`config.mk`:
```
export PLATFORM = sky130hd
export DESIGN_NAME = fdtd_ez_writeback
export DESIGN_NICKNAME = d
export VERILOG_FILES = /design/src/rtl/fdtd_ez_writeback.sv
export SDC_FILE = /design/constraint.sdc
export NUM_CORES = 1
export LEC_CHECK = 0
export ABC_CLOCK_PERIOD_IN_PS = 3080
export CORE_MARGIN = 2
export CORE_UTILIZATION = 57
export CTS_CLUSTER_DIAMETER = 30
export DETAILED_ROUTE_END_ITERATION = 7
export MAX_ROUTING_LAYER = met4
export PLACE_DENSITY = 0.86
export SETUP_SLACK_MARGIN = 0.5
export SLEW_MARGIN = 20
export SYNTH_ARGS = -nofsm -noshare
export SYNTH_HDL_FRONTEND = slang
export SYNTH_SLANG_ARGS = --single-unit
```
`constraint.sdc`:
```
create_clock -name CLK -period 3.08 [get_ports CLK]
set_input_delay 0.308 -clock CLK [delete_from_list [all_inputs] [get_ports CLK]]
set_output_delay 0.308 -clock CLK [all_outputs]
set_load 0.02 [all_outputs]
```
`src/rtl/fdtd_ez_writeback.sv`:
```
// fdtd_ez_writeback: tags selected Ez words with RAM addresses, buffers them and drains them to Ez memory
// Ports:
//   CLK, RST_N                  clock, asynchronous active-low reset
//   start_i                     begin a sweep (IDLE only)
//   calc_Ez_en_i, calc_src_en_i Ez_n_i carries a total-field / source-load word
//   Ez_n_i                      selected Ez word
//   wr_en_o, wr_addr_o, wr_data_o, wr_ready_i  memory write port (valid/ready)
//   busy_o, step_done_o         sweep status
//   overflow_o, conflict_o      sticky error flags
module fdtd_ez_writeback #(
    parameter int FDTD_DATA_WIDTH = 80,
    parameter int CELL_NUM        = 256,
    parameter int ADDR_W          = 8,
    parameter int SRC_ADDR        = 128,
    parameter int FIFO_DEPTH      = 4
) (
    input  logic                       CLK,
    input  logic                       RST_N,
    input  logic                       start_i,
    input  logic                       calc_Ez_en_i,
    input  logic                       calc_src_en_i,
    input  logic [FDTD_DATA_WIDTH-1:0] Ez_n_i,
    output logic                       wr_en_o,
    output logic [ADDR_W-1:0]          wr_addr_o,
    output logic [FDTD_DATA_WIDTH-1:0] wr_data_o,
    input  logic                       wr_ready_i,
    output logic                       busy_o,
    output logic                       step_done_o,
    output logic                       overflow_o,
    output logic                       conflict_o
);
    localparam int PW = $clog2(FIFO_DEPTH);

    typedef enum logic [1:0] {IDLE, RUN, DRAIN, DONE} state_t;

    state_t                     r_state;
    logic [ADDR_W-1:0]          r_cnt;
    logic [ADDR_W-1:0]          r_addr_mem [FIFO_DEPTH];
    logic [FDTD_DATA_WIDTH-1:0] r_data_mem [FIFO_DEPTH];
    logic [PW-1:0]              r_wp, r_rp;
    logic [PW:0]                r_occ;
    logic                       r_ovf, r_conf;

    logic              w_ez, w_src, w_both, w_valid, w_full, w_pop, w_push, w_last;
    logic [ADDR_W-1:0] w_addr;

    assign w_ez    = calc_Ez_en_i & ~calc_src_en_i;
    assign w_src   = calc_src_en_i & ~calc_Ez_en_i;
    assign w_both  = calc_Ez_en_i & calc_src_en_i;
    assign w_valid = (r_state == RUN) & (w_ez | w_src);
    assign w_full  = r_occ == (PW+1)'(FIFO_DEPTH);
    assign w_pop   = wr_en_o & wr_ready_i;
    // a pop in the same cycle frees the slot a full FIFO would otherwise refuse
    assign w_push  = w_valid & (~w_full | w_pop);
    assign w_last  = r_cnt == ADDR_W'(CELL_NUM - 1);
    assign w_addr  = w_ez ? r_cnt : ADDR_W'(SRC_ADDR);

    assign wr_en_o     = r_occ != '0;
    assign wr_addr_o   = r_addr_mem[r_rp];
    assign wr_data_o   = r_data_mem[r_rp];
    assign busy_o      = r_state != IDLE;
    assign step_done_o = r_state == DONE;
    assign overflow_o  = r_ovf;
    assign conflict_o  = r_conf;

    always_ff @(posedge CLK or negedge RST_N) begin
        if (!RST_N) begin
            r_state <= IDLE;
            r_cnt   <= '0;
            r_wp    <= '0;
            r_rp    <= '0;
            r_occ   <= '0;
            r_ovf   <= 1'b0;
            r_conf  <= 1'b0;
            for (int i = 0; i < FIFO_DEPTH; i++) begin
                r_addr_mem[i] <= '0;
                r_data_mem[i] <= '0;
            end
        end else begin
            if (w_push) begin
                r_addr_mem[r_wp] <= w_addr;
                r_data_mem[r_wp] <= Ez_n_i;
                r_wp             <= r_wp + PW'(1);
            end
            if (w_pop) r_rp <= r_rp + PW'(1);
            r_occ <= r_occ + (PW+1)'(w_push) - (PW+1)'(w_pop);
            if (w_valid && !w_push) r_ovf <= 1'b1;
            if (w_both) r_conf <= 1'b1;
            case (r_state)
                IDLE: if (start_i) begin
                    r_state <= RUN;
                    r_cnt   <= '0;
                end
                // dropped Ez words still count so addresses stay aligned with cells
                RUN: if (w_ez) begin
                    r_cnt <= w_last ? '0 : r_cnt + ADDR_W'(1);
                    if (w_last) r_state <= DRAIN;
                end
                DRAIN: if (r_occ == '0) r_state <= DONE;
                DONE:  r_state <= IDLE;
            endcase
        end
    end
endmodule

```
# After elaboration in Yosys (flattened, before gate mapping)
# Cells that the tools add are included.
# word_totals
ff_bits,371
in_bits,86
output_inout_bits,93
# op_classes
addsub,5
magnitude_cmp,3
eq_ne,9
muxes,22
bitwise_logic,13
reduce_logical,10
# op_table
op,count
$bwmux W320,1
$mux W80,3
$bmux W80 S2,1
$demux W80 S2,1
$mux W8,7
$bwmux W32,1
$bmux W8 S2,1
$demux W8 S2,1
$pmux W8 S2,1
$add A8 B1 Y8 const B,1
$eq A8 B8 Y1 const B,1
$mux W2,4
$ne A2 B2 Y1 const B,4
$pmux W2 S4,1
$and A1 B1 Y1,6
$ge A3 B3 Y1 const B,2
$not A2 Y3,2
$add A2 B1 Y2 const B,2
$eq A2 B2 Y1 const B,2
$reduce_and A4 Y1,1
$reduce_bool A2 Y1,2
$add A3 B1 Y3,1
$eq A3 B3 Y1 const B,1
$logic_not A3 Y1,1
10 further kinds,14

# Longest topological paths before layout
# logic_depth
depth_word,7
depth_mapped,11
mapped_depth_nobuf,11

# Worst setup path before layout
# OpenSTA, ideal clock, no wires.
# synth_timing
kind,reg2reg
start,reg r_occ[1]
end,reg r_occ[2]
setup_time_ns,0.126
arrival_ns,2.302
required_time_ns,2.954
path_slack_ns,0.653
stages_incl_launch_ff,10
path_buffers,0
period_less_slack_ns,2.427
path_cell_list,dfrtp_1 > or3_1 > and2_1 > ha_1 > inv_1 > ha_1 > inv_1 > fa_1 > xnor2_1 > xnor2_1
# synth_between
elab_chain_cells,6
# synth_rtl
element,line_no,text
from (decl),41,logic [PW:0] r_occ;
from (signal assigned),86,r_occ <= r_occ + (PW+1)'(w_push) - (PW+1)'(w_pop);
$reduce_bool A3 Y1 *,58,assign wr_en_o = r_occ != '0;
named net wr_en_o,23,"output logic wr_en_o,"
$and A1 B1 Y1 *,52,assign w_pop = wr_en_o & wr_ready_i;
named net w_pop,44,"logic w_ez, w_src, w_both, w_valid, w_full, w_pop, w_push, w_last;"
$or A1 B1 Y1,54,assign w_push = w_valid & (~w_full | w_pop);
$and A1 B1 Y1,54,
$add A3 B1 Y3,86,
$sub A3 B1 Y3 *,86,
# The timed path passes the listed nets; every way through them passes the cells marked *.
# A chain may end at the register's enable or synchronous reset.

# Final worst setup path
# layout_timing
start,reg r_rp[0]
end,out wr_data_o[4]
# layout_between
elab_chain_cells,4
# layout_rtl
element,line_no,text
from (decl),40,"logic [PW-1:0] r_wp, r_rp;"
from (signal assigned),85,if (w_pop) r_rp <= r_rp + PW'(1);
$not A2 Y3 (not written as such),60,assign wr_data_o = r_data_mem[r_rp];
$bmux W80 S2,60,
$mux W80 (not written as such) (2 in series),60,
to (decl),25,"output logic [FDTD_DATA_WIDTH-1:0] wr_data_o,"
# No other way between the ends. The select of a mux whose other input is x is not followed.

==> summary.md <==
| Metric | Value |
|---|---|
| Worst VDD drop | `about 0.00085 V` |
| Die area | `roughly 30,000 µm²` |
| Most frequent cell after synthesis | `dfrtp_1` |
| Switch share | `around a third` |
| Initial antenna violation count | `0` |
| RSZ-0062 raised after global routing | `true` |
| Port-buffer cells | `around 180` |
| Fin area | `around 21,000 µm²` |
| Internal power | `~18 mW` |
| Worst endpoint required time | `2770 ps` |
| Worst setup EP type | `output port` |
| Worst slew margin relative to its limit | `a little over two fifths` |
| Top cells by count, synth | `dfrtp_1 (371), mux2_2 (350), mux4_2 (88)` |
| Synth unique cells | `39` |
| Launching element type of the critical path | `flip-flop` |
| Routed Antenna Nets | `0` |
| Placement Cell Area | `around 19,000 µm²` |
| DRC viols | `0` |
| Die height | `about 170 µm` |
| Reg power frac | `approximately a third` |
| Met3 GRT Util | `5.28%` |
| Initial Utilization | `between 50% and 60%` |
| Register bit total from synthesis | `roughly 370` |
| Met2 usage | `43.0%` |
| Slowest cell on the critical path | `dfrtp_4` |
| Setup TNS | `0 ps` |
| Core footprint | `between 20,000 and 30,000 µm²` |
| Post-synthesis sequential area ratio | `a little under three fifths` |
| Drt wl/cell | `22.7 µm` |
| Multi-input logic area | `6660 µm²` |
| Arrival time worst endpoint | `2270 ps` |
| # Max-Cap Violations | `0` |
| Yosys top cell by area | `dfrtp_1` |
| Part of the cycle the worst path needs | `a little over four fifths` |
| IO Count | `approximately 180` |
| Syn-to-layout area delta | `31.0%` |
| Cell Chain, Critical Path | `buf_4 -> buf_12 -> buf_16 -> mux4_2 -> dlygate4sd2_1` |
| GR met1 Demand/Resource | `between 30% and 40%` |
| Post-synth top area share | `roughly 57%` |
| Drt via density | `5.82` |
| Gp weighted congestion | `between 0.7 and 0.8` |
| Synthesized cell area | `16,300 µm²` |
| Post-synth EDFFs | `0` |
| P_sw | `between 8 and 9 mW` |
| Cell count after synthesis | `a little under 1,000` |
| Logic pwr share | `36.3%` |
| Largest net degree at the start of global routing | `between 80 and 90` |
| HP Class | `input port to async pin` |
| Fmax | `approximately 0.39 GHz` |
| Crit path largest cell delay | `480 ps` |
| Clk_lat worst skew | `560 ps` |
| GRT Util Overall | `about a quarter` |
| Area contributors post-synth | `dfrtp_1 (57%), mux2_2 (24%), mux4_2 (12%), ha_1 (1.1%), buf_2 (1.0%)` |
| Status | `completed` |
| Ratio of cells with drive above 1 in the final layout | `54.4%` |
| Num CTS Buffers | `between 70 and 80` |
| Clk root buf | `clkbuf_16` |
| Slew @ Worst Pin | `863 ps` |
| CTS sink cnt | `between 300 and 400` |
| Slew Limit Fails | `0` |
| GRT overflow | `0` |
| Post-Syn Area per Cell | `~17 µm²` |
| Die Width | `173 µm` |
| Synth Net Count | `between 1,000 and 1,500` |
| Clk slew on worst S/H paths | `approximately 50 ps` |
| Deepest clock path buffer count | `3` |
| CTS H-tree lvls | `3` |
| Ys Warns | `0` |
| Core Rows | `between 60 and 70` |
| GRT busiest layer | `met2` |
| ANT cells | `0` |
| Final Skew | `26.4 ps` |
| Storage element area | `a little over 9000 µm²` |
| Layout Nets | `1,302` |
| Via count | `about 9,500` |
| Setup Viol. Count Final | `0` |
| Synth Flop Type | `dfrtp_1` |
| Drt total wl | `37,300 µm` |
| Iteration-0 DRC count of the detailed router | `between 400 and 500` |
| Tmin final | `around 2600 ps` |
| First-pass GRT wire length | `around 60,000 µm` |
| Count of final hold-check violations | `0` |
| # fillers | `1,605` |
| Leakage | `9.71 nW` |
| Async SR Flop Fraction | `100%` |
| CP Class | `flip-flop to output port` |
| CTS tree | `done` |
| CP Max Fanout | `12` |
| Vias in the first global route | `between 10,000 and 15,000` |
| Power per standard cell area | `about 1200 nW/µm²` |
| DRT Pass-1 Iters | `5` |
| Post-DP HPWL | `20,000 µm` |
| Clock Power Share | `31.9%` |
==> layer usage <==
layer	vias to the layer above	routed length [µm]
li1	4118	-
met1	5079	15700
met2	268	18900
met3	78	1720
met4	0	935
met5	-	0
==> worst max-delay path, delay by kind of cell, from the launching register on <==
family   cells  cell delay, ps
mux          1             430
flops        1             480
buf+inv      4             790
==> timing repair <==
action | CTS | global route
hold buffers | 1 | 0
endpoints found under the hold margin | 74 | 0
setup buffers | 4 | 1
cloned | 5 | 1
endpoints found under the setup margin | 88 | 47
gates resized for setup | 172 | 77
==> state kept, by name, summed over array words and instances, names as in the netlist <==
name        cells
r_data_mem    320
r_rp            2
r_addr_mem     32
r_occ           3
r_wp            2
r_cnt           8
r_state         2
overflow_o      1
conflict_o      1
==> placed cells by master, fill, tap and decap left out, types with 2 or more instances in the layout <==
cell	count
clkbuf_8	4
clkdlybuf4s15_1	2
nand2_1	7
dfrtp_1	368
inv_6	7
mux2_2	350
buf_16	6
dlygate4sd2_1	23
mux4_2	88
clkinv_4	6
nand2b_1	6
buf_4	10
a22o_1	3
clkdlybuf4s15_2	8
clkdlybuf4s50_1	89
xnor2_1	3
nand3_1	5
clkbuf_16	79
mux2_1	4
inv_1	11
nand2_4	4
clkbuf_2	35
or2_2	2
o21ai_0	4
bufinv_16	12
clkinv_2	13
o211ai_1	2
ha_1	14
a21o_1	2
and3_1	4
clkbuf_1	6
buf_12	19
buf_2	19
dfrtp_4	2
o21bai_1	2
and2_1	8
clkinvlp_4	9
==> power by group through the flow <==
| stage | Clock, mW | Combinational [mW] | Sequential, mW |
|---|---|---|---|
| 3_5_place_dp | 0 | 9.96 | 8.30 |
| 2_1_floorplan | 0 | 6.66 | 7.85 |
| 6_report | 8.46 | 9.62 | 8.40 |
| 4_1_cts | 8.56 | 9.74 | 8.35 |
| 3_3_place_gp | 0 | 9.75 | 8.15 |
| 5_1_grt | 8.83 | 10.2 | 8.63 |
==> layout make-up <==
cell class                 count  share of cell area, %
inverter                      11                  0.193
clock buffer                  88                   9.51
tap                          378                   2.22
multi-input combinational    526                   31.2
sequential                   371                   43.5
clock inverter                50                   3.07
timing repair buffer         216                   10.2
==> kinds of logic after synthesis <==
kind of cell	after synthesis	share of synthesized area, %
multiplexers	442	36.6
flip-flops	371	57.0
buffers and inverters	70	2.33
AND/OR/NAND/NOR	46	1.78
AO/OA/AOI/OAI	18	0.799
adder cells (fa/ha/maj)	15	1.20
XOR/XNOR	5	0.269
==> stage by stage <==
step	instances	utilization, %	hold WS [ps]	worst slack, ps	power (mW)
2_1_floorplan	967	-	12.4	653	14.5
3_3_place_gp	1490	66.8	362	394	17.9
3_5_place_dp	1490	66.8	365	312	18.3
4_1_cts	1638	76.7	362	376	26.7
5_1_grt	1640	76.4	409	437	27.7
6_report	1640	76.4	349	504	26.5
==> worst paths after layout <==
check                                       start                           to  slack (ps)  cells past startpoint
setup / recovery              r_rp[0]$_DFFE_PN0P_                 wr_data_o[4]         500                      5
hold / removal                              RST_N   r_data_mem[26]$_DFFE_PN0P_         350                      2
setup reg to reg               r_occ[1]$_DFF_PN0_           r_occ[2]$_DFF_PN0_         570                      9
hold reg to reg            conflict_o$_DFFE_PN0P_       conflict_o$_DFFE_PN0P_         460                      1
max in group asynchronous                   RST_N  r_data_mem[193]$_DFFE_PN0P_        1930                      3
min in group CLK                       Ez_n_i[22]  r_data_mem[102]$_DFFE_PN0P_         450                      2
Note: power is estimated with default switching activity, not from simulation.
